===== config.mk =====
export PLATFORM = sky130hd
export DESIGN_NAME = updown_mod_counter
export DESIGN_NICKNAME = d
export VERILOG_FILES = /design/src/rtl/updown_mod_counter.sv
export SDC_FILE = /design/constraint.sdc
export NUM_CORES = 1
export LEC_CHECK = 0
export ABC_AREA = 0
export BUFFER_PORTS_ARGS = -buffer_cell sky130_fd_sc_hd__buf_2
export CORE_MARGIN = 2
export CORE_UTILIZATION = 45
export DETAILED_ROUTE_END_ITERATION = 6
export GPL_TIMING_DRIVEN = 0
export HOLD_SLACK_MARGIN = 0.03
export PLACE_DENSITY = 0.71
export SYNTH_ARGS = -nofsm -noshare
export SYNTH_HDL_FRONTEND = slang
export SYNTH_SLANG_ARGS = --single-unit

===== constraint.sdc =====
create_clock -name clk -period 1.9 [get_ports clk]
set_clock_uncertainty 0.05 [all_clocks]
set_input_delay 0.095 -clock clk [delete_from_list [all_inputs] [get_ports clk]]
set_output_delay 0.095 -clock clk [all_outputs]
set_load 0.005 [all_outputs]

===== src/rtl/updown_mod_counter.sv =====
// Parametrised up/down modulo counter: synchronous clear, clamped parallel load,
// wrap-or-saturate boundary handling, one-cycle terminal-count pulse, sticky overflow.
module updown_mod_counter #(
   parameter int unsigned WIDTH    = 8,
   parameter int unsigned MAX_VAL  = 255,
   parameter int unsigned SATURATE = 0
) (
   input  logic             clk,
   input  logic             reset,
   input  logic             clr,
   input  logic             load,
   input  logic [WIDTH-1:0] load_val,
   input  logic             en,
   input  logic             up_dn,
   output logic [WIDTH-1:0] q,
   output logic             tc,
   output logic             ovf,
   output logic             at_max,
   output logic             at_zero
);

   localparam logic [WIDTH-1:0] MAX_W = WIDTH'(MAX_VAL);
   localparam logic             SAT   = (SATURATE != 0);

   logic [WIDTH-1:0] cnt_q, cnt_d;
   logic             tc_q,  tc_d;
   logic             ovf_q, ovf_d;

   always_ff @(posedge clk or posedge reset) begin
      if (reset) begin
         cnt_q <= '0;
         tc_q  <= 1'b0;
         ovf_q <= 1'b0;
      end else begin
         cnt_q <= cnt_d;
         tc_q  <= tc_d;
         ovf_q <= ovf_d;
      end
   end

   // Priority clr > load > en; a boundary event either wraps or holds the count.
   always_comb begin
      cnt_d = cnt_q;
      tc_d  = 1'b0;
      ovf_d = ovf_q;
      if (clr) begin
         cnt_d = '0;
         ovf_d = 1'b0;
      end else if (load) begin
         cnt_d = (load_val > MAX_W) ? MAX_W : load_val;
      end else if (en) begin
         if (up_dn) begin
            if (cnt_q == MAX_W) begin
               tc_d  = 1'b1;
               ovf_d = 1'b1;
               cnt_d = SAT ? cnt_q : '0;
            end else begin
               cnt_d = cnt_q + WIDTH'(1);
            end
         end else begin
            if (cnt_q == '0) begin
               tc_d  = 1'b1;
               ovf_d = 1'b1;
               cnt_d = SAT ? cnt_q : MAX_W;
            end else begin
               cnt_d = cnt_q - WIDTH'(1);
            end
         end
      end
   end

   assign q       = cnt_q;
   assign tc      = tc_q;
   assign ovf     = ovf_q;
   assign at_max  = (cnt_q == MAX_W);
   assign at_zero = (cnt_q == '0);

endmodule


# == Word level (Yosys, flattened, before mapping) ==
# Index checks and enable logic that the tools add are counted.
# totals
elab_cells,33
inputBits,14
output_inout_bits,12
ramBits,0
regBits,10
memories,0
romBits,0
latchBits,0
# op_classes
n_addsub,2
n_bitwise,0
n_eq_ne,3
div_mod_pow,0
n_reduce_logical,5
n_mul,0
magnitude_cmp,1
mux,19
shifts,0
# ops
cell,count
$mux 8,7
$mux 1,12
$add 8x1->8 const B,1
$eq 8x8->1 const B,1
$gt 8x8->1 const B,1
$logic_not 8->1,1
$sub 8x1->8 const B,1
$reduce_bool 3->1,2
$reduce_and 4->1,1
$ne 3x2->1 const B,1
$ne 2x2->1 const B,1
$reduce_bool 2->1,1

# == Depth between registers and ports, before layout ==
# Gate-level depths: netlist of run 1.
# depth
depth_word,6
depth_mapped,7
mapped_depth_nobuf,6

# == Worst setup path before layout of run 1 ==
# OpenSTA, ideal clock, no wires.
# synth_timing
kind,register to register
start,reg cnt_q[0] (netlist: q[0])
end,reg cnt_q[4] (netlist: q[4])
required_ns,1.746
setup_slack_ns,-0.011
n_path_buf,1
arrival_ns,1.757
setup_time_ns,0.104
period_less_slack_ns,1.911
stages_incl_launch_ff,8
cell_sequence,dfrtp_1 -> buf_6 -> inv_1 -> ha_1 -> nor3b_1 -> a21oi_2 -> a221o_1 -> a221oi_1
# synth_via
elab_chain_len,6
elab_cells_between_ends,10
classes_between,add/sub: 2; eq/ne: 1; mux: 6; reduce/logical: 1
# synth_rtl
item,line,rtl
from (decl),25,"logic [WIDTH-1:0] cnt_q, cnt_d;"
from (signal assigned),35,cnt_q <= cnt_d;
$sub 8x1->8 (tied with other cells),66,cnt_d = cnt_q - WIDTH'(1);
$mux 8 (on tied branches),"61, 53",
$mux 8 (*),52,if (up_dn) begin
$mux 8 (*),51,end else if (en) begin
$mux 8 (*),49,end else if (load) begin
$mux 8 (*),46,if (clr) begin
# Mark *: on every way between the ends. The rest lies on a longest branch, timed or not. The select of a mux whose other input is x is not followed.
# A chain may end at the register's enable or synchronous reset.

# == Worst setup path after layout of run 1 ==
# layout_timing
start,reg cnt_q[0] (netlist: q[0])
end,reg cnt_q[5] (netlist: q[5])
# The elaborated chain is that of the path after synthesis.

==> summary.txt, run 1 <==
Power and ir drop
  – Leakage: 0.000539 uW
  – Tot Pwr: 721 uW
  – Clock power share: 27.7%
  – Net Switching: 244 uW
  – VDD IR max: 347 uV
  – Switching portion of total power: 33.8%
  – Combinational power share: 38.5%
  – Pwr per Cell Area: 584 nW/um2
  – Internal cell power: 478 uW
  – Reg power frac: 33.7%

Worst setup path
  – R2r worst-path depth: 5
  – Worst EP arrival: 1.98 ns
  – Crit path launch: q[0]
  – FF-to-FF Start: q[0]
  – Critical Path Sink Type: register
  – Worst setup path category: register to register
  – R2R Path End: q[5]
  – Worst setup SP type: register
  – R2R setup slack: 0.07 ns
  – Critical path required time: 2.05 ns
  – CP max FO: 9
  – Worst setup endpoint: q[5]

Synth
  – Synth top area cells: dfrtp_1 (27%), a21oi_1 (4.8%), ha_1 (4.0%), nand3_1 (3.7%), inv_1 (3.6%)
  – Synthesized cell area: 938 um2
  – Most frequent cell after synthesis: dfrtp_1
  – Mean Syn Cell Area: 7.76 um2
  – Sequential fraction of the synthesis area: 26.7%
  – Synth Net Count: 138
  – Share of the synthesized area in the top cell type: 26.7%
  – Top FF cell, synth: dfrtp_1
  – Yosys warns: 0
  – Number of synthesized flops with an enable pin: 0
  – Post-synth top area cell: dfrtp_1
  – Ys async rst share: 100%
  – Netlist cell types: 40
  – Post-synthesis cell count: 121
  – FF+latch count, synth: 10
  – Commonest cells in the netlist: dfrtp_1 (10), a21oi_1 (9), inv_1 (9), nand2_1 (9), nor2_1 (8)

Place
  – Detailed Place HPWL: 1850 um
  – RePlAce Congestion: 0.842
  – Input/output buffers: 23
  – # placed instances: 171

STA
  – Relative slew slack: 63.8%
  – RSZ-0062 raised after global routing: no
  – Slew @ Worst Pin: 0.543 ns
  – Crit path time final: 1.83 ns
  – Slew Viols, Final: 0
  – Fin Hold WS: 0.0471 ns
  – Final Setup Violations: 0
  – Tcrit/Tclk final: 96.2%
  – Highest Clock Rate: 547 MHz
  – Final Hold Vio Count: 0

Detailed routing
  – Antenna Violating Nets Remaining: 0
  – DR WL/cell: 14.2 um
  – Routed WL: 2580 um
  – Vias/cell: 5.82
  – Initial drt markers: 24
  – Pre-antenna DRT Iters: 4
  – DRC Markers: 0
  – Vias: 1060

Clock tree
  – Clk buf depth: 2
  – TritonCTS buffer count: 3
  – # clock sinks: 10
  – Clk root buf: clkbuf_4
  – Clock transition at path regs: 0.07 ns
  – H-tree depth: 1
  – CTS tree: built
  – Worst-Skew Late Latency: 0.28 ns

Global route
  – Number of global-route vias before repair: 962
  – Tot GR Track Use: 22.4%
  – Pin count of the biggest net entering global routing: 11
  – First-pass GRT wire length: 4230 um
  – GRT Residual Overflow: 0
  – Initial antenna violation count: 0

Final layout
  – Finished Layout Cells: 182
  – Share of layout cells above drive strength 1: 33.5%
  – Antenna cells: 0
  – Final nets: 173
  – Syn-to-layout area delta: 31.7%

Flow run
  – Max-cap violation count: 0

Floorplanning
  – Core area: 1960 um2
  – Die area: 2470 um2
  – Die height: 49.7 um
  – IO Pins: 26
  – Initial core utilization: 47.8%
  – Std cell rows: 16
  – Die Wd: 49.7 um

Outcome
  – Status: completed

Worst hold path
  – Min-delay worst type: primary input to register
## cell usage in the layout, fill, tap and decap left out, types with 5 or more instances in the layout
master and count:
a21oi_1 9, buf_2 26, clkbuf_1 5, dfrtp_1 10
inv_1 7, nand2_1 9, nand3_1 7, nor2_1 8
o21ai_0 6
## how the worst min path moves through the flow
stage,start,to,slack [ns],cells past startpoint
after floorplan,reset,ovf,-0.11,1
after global placement,reset,ovf,0.04,2
after detailed placement,reset,ovf,0.05,2
after CTS,load_val[5],q[5],0.06,3
after global routing,load_val[5],q[5],0.07,3
final,load_val[5],q[5],0.05,3
## final cells by class
cell class | count | area, um2
Multi-Input combinational cell | 91 | 643
Tap cell | 27 | 33.8
Fill cell | 196 | 726
Timing Repair Buffer | 30 | 178
Inverter | 9 | 33.8
Buffer | 11 | 61.3
Clock buffer | 4 | 36.3
Sequential cell | 10 | 250
## repair_timing
action / 4_1_cts / 5_1_grt
pin swaps: 1 / 3
setup buffers: 3 / 0
hold buffers: 4 / 0
endpoints found under the hold margin: 13 / 0
resized for setup: 5 / 6
setup endpoints to repair: 2 / 2
## state kept, by name (all words and copies together), names as in the netlist
signal / count
q: 8
ovf: 1
tc: 1
## power groups by stage
stage / clock network, uW / registers [uW] / logic (uW)
final: 200 / 243 / 278
after global routing: 222 / 246 / 304
after CTS: 199 / 243 / 264
after detailed placement: 0 / 247 / 241
after global placement: 0 / 246 / 236
after floorplan: 0 / 247 / 174
## layer usage
metal / vias up / GRT usage [%] / part of all wire (%)
li1: 509 / - / -
met1: 494 / 27.6 / 43
met2: 49 / 37.6 / 48
met3: 8 / 2.73 / 6.2
met4: 0 / 12.0 / 3.2
met5: - / 0 / 0
## stage by stage
| step | utilization, % | setup slack (ns) | TNS [ns] | area (um2) |
|---|---|---|---|---|
| global placement | 55.7 | -0.0329 | -0.0329 | 1090 |
| CTS | 61.7 | 0.00414 | 0 | 1210 |
| detailed placement | 55.7 | -0.0716 | -0.0716 | 1090 |
| global route | 63.0 | 0.0148 | 0 | 1240 |
| finish | 63.0 | 0.0722 | 0 | 1240 |
| floorplan | - | 0.0785 | 0 | 943 |
## kinds of logic after synthesis
group,synth area share [%]
AO/OA/AOI/OAI,26.0
XOR/XNOR,3.73
adder cells (fa/ha/maj),4.00
buffers and inverters,9.47
flip-flops,26.7
multiplexers,2.13
AND/OR/NAND/NOR,28.0
## critical path: stages (launching register included)
cell,delay [ns]
dfrtp_1,0.40
buf_6,0.15
or4_4,0.54
or3_1,0.33
a31oi_2,0.16
o2bb2ai_1,0.13
(Power assumes the default switching activity.)
==> run 2, diff against run 1 <==
--- a/config.mk
+++ b/config.mk
@@ -5,14 +5,14 @@
 export SDC_FILE = /design/constraint.sdc
 export NUM_CORES = 1
 export LEC_CHECK = 0
-export ABC_AREA = 0
+export ABC_AREA = 1
 export BUFFER_PORTS_ARGS = -buffer_cell sky130_fd_sc_hd__buf_2
 export CORE_MARGIN = 2
 export CORE_UTILIZATION = 45
 export DETAILED_ROUTE_END_ITERATION = 6
 export GPL_TIMING_DRIVEN = 0
 export HOLD_SLACK_MARGIN = 0.03
-export PLACE_DENSITY = 0.71
+export PLACE_DENSITY = 0.7
 export SYNTH_ARGS = -nofsm -noshare
 export SYNTH_HDL_FRONTEND = slang
 export SYNTH_SLANG_ARGS = --single-unit
==> run 2 against run 1 <==
Against the previous run:
- routed wire length fell by 4.6%
- area after synthesis rose by 8.0%
- fmax rose by 11%
- count of clock-buffer cells in the layout fell by 1
- critical endpoint is now at_max
- critical path depth rose by 1
- worst hold slack improved by 0.038 ns
- utilization fell by 7.2 points
- sequential share of layout area rose by 0.42 points
- via count rose by 4.2%
- power fell by 7.5%
- clock power fell by 29%
==> summary.txt, run 2 <==
Outcome
  – Status: completed (unchanged)

Final layout
  – FF/Latch Area: 250 um2 (unchanged)
  – Filler instances: 231 (was 196)
  – Final nets: 214 (was 173)
  – Share of layout cells above drive strength 1: 26.7% (was 33.5%)
  – Commonest non-fill, non-tap cells in the layout: nand2_1 (69), nand3_1 (27), buf_2 (25) (was buf_2 (26), dfrtp_1 (10), nand2_1 (9), a21oi_1 (9), nor2_1 (8))
  – Multi-input logic area: 646 um2 (was 643 um2)
  – Syn-to-layout area delta: 19.5% (was 31.7%)
  – Max reg flops: 8 (unchanged)
  – Antenna cells: 0 (unchanged)
  – Most common cell after layout, fill and taps aside: nand2_1 (was buf_2)

Detailed routing
  – Initial drt markers: 19 (was 24)
  – Routed WL: 2470 um (was 2580 um)
  – DR WL/cell: 11.1 um (was 14.2 um)
  – Vias/cell: 4.96 (was 5.82)
  – DRC Markers: 0 (unchanged)
  – Vias: 1105 (was 1060)
  – Pre-antenna DRT Iters: 4 (unchanged)
  – Antenna Violating Nets Remaining: 0 (unchanged)

STA
  – Final Setup Violations: 0 (unchanged)
  – Slew @ Worst Pin: 0.482 ns (was 0.543 ns)
  – RSZ-0062 raised after global routing: no (unchanged)
  – Relative slew slack: 67.7% (was 63.8%)
  – Final TNS setup: 0 ns (unchanged)
  – Highest Clock Rate: 605 MHz (was 547 MHz)
  – Slew Viols, Final: 0 (unchanged)
  – Final Hold Vio Count: 0 (unchanged)
  – Tcrit/Tclk final: 87.0% (was 96.2%)
  – Worst setup margin: 0.247 ns (was 0.0722 ns)
  – Crit path time final: 1.65 ns (was 1.83 ns)

Synth
  – Sequential fraction of the synthesis area: 24.7% (was 26.7%)
  – Yosys warns: 0 (unchanged)
  – Most frequent cell after synthesis: nand2_1 (was dfrtp_1)
  – Synthesized cell area: 1010 um2 (was 938 um2)
  – FF+latch count, synth: 10 (unchanged)
  – Share of the synthesized area in the top cell type: 25.6% (was 26.7%)
  – Post-synthesis cell count: 166 (was 121)
  – Ys async rst share: 100% (unchanged)
  – Synth Net Count: 183 (was 138)
  – Number of synthesized flops with an enable pin: 0 (unchanged)
  – Post-synth top area cell: nand2_1 (was dfrtp_1)
  – Mean Syn Cell Area: 6.11 um2 (was 7.76 um2)
  – Synth top area cells: nand2_1 (26%), dfrtp_1 (25%), nand3_1 (13%), inv_1 (4.4%), nor2_4 (4.4%) (was dfrtp_1 (27%), a21oi_1 (4.8%), ha_1 (4.0%), nand3_1 (3.7%), inv_1 (3.6%))
  – Commonest cells in the netlist: nand2_1 (69), nand3_1 (27), inv_1 (12), dfrtp_1 (10), nor2_1 (10) (was dfrtp_1 (10), a21oi_1 (9), inv_1 (9), nand2_1 (9), nor2_1 (8))
  – Netlist cell types: 23 (was 40)
  – Top FF cell, synth: dfrtp_1 (unchanged)

Worst hold path
  – Min-delay worst type: primary input to register (unchanged)
  – Cells on Worst Hold Path: 3 (unchanged)

Global route
  – Pin count of the biggest net entering global routing: 11 (unchanged)
  – First-pass GRT wire length: 4140 um (was 4230 um)
  – Number of global-route vias before repair: 990 (was 962)
  – Initial antenna violation count: 0 (unchanged)
  – Tot GR Track Use: 20.8% (was 22.4%)
  – GRT Residual Overflow: 0 (unchanged)

Flow run
  – Max-cap violation count: 0 (unchanged)

Worst setup path
  – CP max FO: 7 (was 9)
  – R2r worst-path depth: 10 (was 5)
  – Worst setup SP type: register (unchanged)
  – Critical path required time: 1.75 ns (was 2.05 ns)
  – Worst EP arrival: 1.51 ns (was 1.98 ns)
  – Worst setup path category: register to primary output (was register to register)
  – Critical Path Sink Type: primary output (was register)

Floorplanning
  – Core area: 2170 um2 (was 1960 um2)
  – Initial core utilization: 46.7% (was 47.8%)
  – Die height: 51.5 um (was 49.7 um)
  – Std cell rows: 17 (was 16)
  – Die Wd: 51.5 um (was 49.7 um)
  – IO Pins: 26 (unchanged)
  – Die area: 2650 um2 (was 2470 um2)

Place
  – Detailed Place HPWL: 1880 um (was 1850 um)
  – Input/output buffers: 24 (was 23)
  – Post-place setup slack: 0.304 ns (was -0.0716 ns)
  – RePlAce Congestion: 0.832 (was 0.842)

Clock tree
  – Clk buf depth: 2 (unchanged)
  – Clk root buf: clkbuf_4 (unchanged)
  – Clock transition at path regs: 0.07 ns (about the same)
  – # clock sinks: 10 (unchanged)
  – Post-CTS setup repair buffer count: 0 (was 3)
  – H-tree depth: 1 (unchanged)
  – CTS tree: built (unchanged)
  – Worst-Skew Late Latency: 0.26 ns (was 0.28 ns)
  – TritonCTS buffer count: 3 (unchanged)

Power and ir drop
  – Pwr per Cell Area: 551 nW/um2 (was 584 nW/um2)
  – VDD IR max: 347 uV (about the same)
  – Leakage: 0.000673 uW (was 0.000539 uW)
[run 2: critical path, cell delays in order, from the launching register on]
cell and delay (ns):
dfrtp_1 0.48, ha_1 0.26, nand3_2 0.13, nor2_4 0.14, nand2_2 0.07, inv_2 0.06
buf_2 0.10
[run 2: worst paths after layout]
check	slack (ns)	startpoint	endpoint
setup / recovery	0.25	q[1]	at_max
hold / removal	0.09	load_val[1]	q[1]
setup reg to reg	0.28	q[0]	q[4]
hold reg to reg	0.45	ovf	ovf
max in group asynchronous	1.22	reset	q[4]
min in group asynchronous	0.30	reset	q[2]
[run 2: metal layers]
layer	up-vias	GRT usage, %	share of wire, %
met3	2	0.877	3.8
met1	490	25.4	46
li1	584	-	-
met2	29	38.0	49
met4	0	7.89	0.73
met5	-	0	0
[run 2: cell type report]
cell class,count,share of cell area (%)
inverters,18,5.58
multi-input cells,132,53.3
clock buffers,3,1.86
well taps,28,2.89
flip-flops and latches,10,20.7
repair buffers,26,11.6
plain buffers,6,4.13
[run 2: cells by family after synthesis]
logic type	count (synthesis)	share of synthesized area, %
AND/OR/NAND/NOR	118	52.7
buffers and inverters	24	11.6
flip-flops	10	24.7
AO/OA/AOI/OAI	9	5.56
adder cells (fa/ha/maj)	3	3.70
XOR/XNOR	2	1.73
[run 2: timing repair]
item	CTS	global route
hold endpoints to repair	11	0
hold buffers	2	0
gates resized for setup	0	0
[run 2: metrics by stage]
step	power (uW)	hold WS, ns	cell area [um2]	utilization (%)	instances
floorplan	448	-0.115	1010	-	166
global placement	517	0.0292	1170	53.9	218
detailed placement	524	0.0362	1170	53.9	218
CTS	671	0.0840	1210	55.8	223
global route	719	0.123	1210	55.8	223
finish	668	0.0853	1210	55.8	223
[run 2: report_power, final]
part	internal, uW	switching, uW
Clock	73.0	69.4
Combinational	109	165
Sequential	229	22.5
Total	411	257
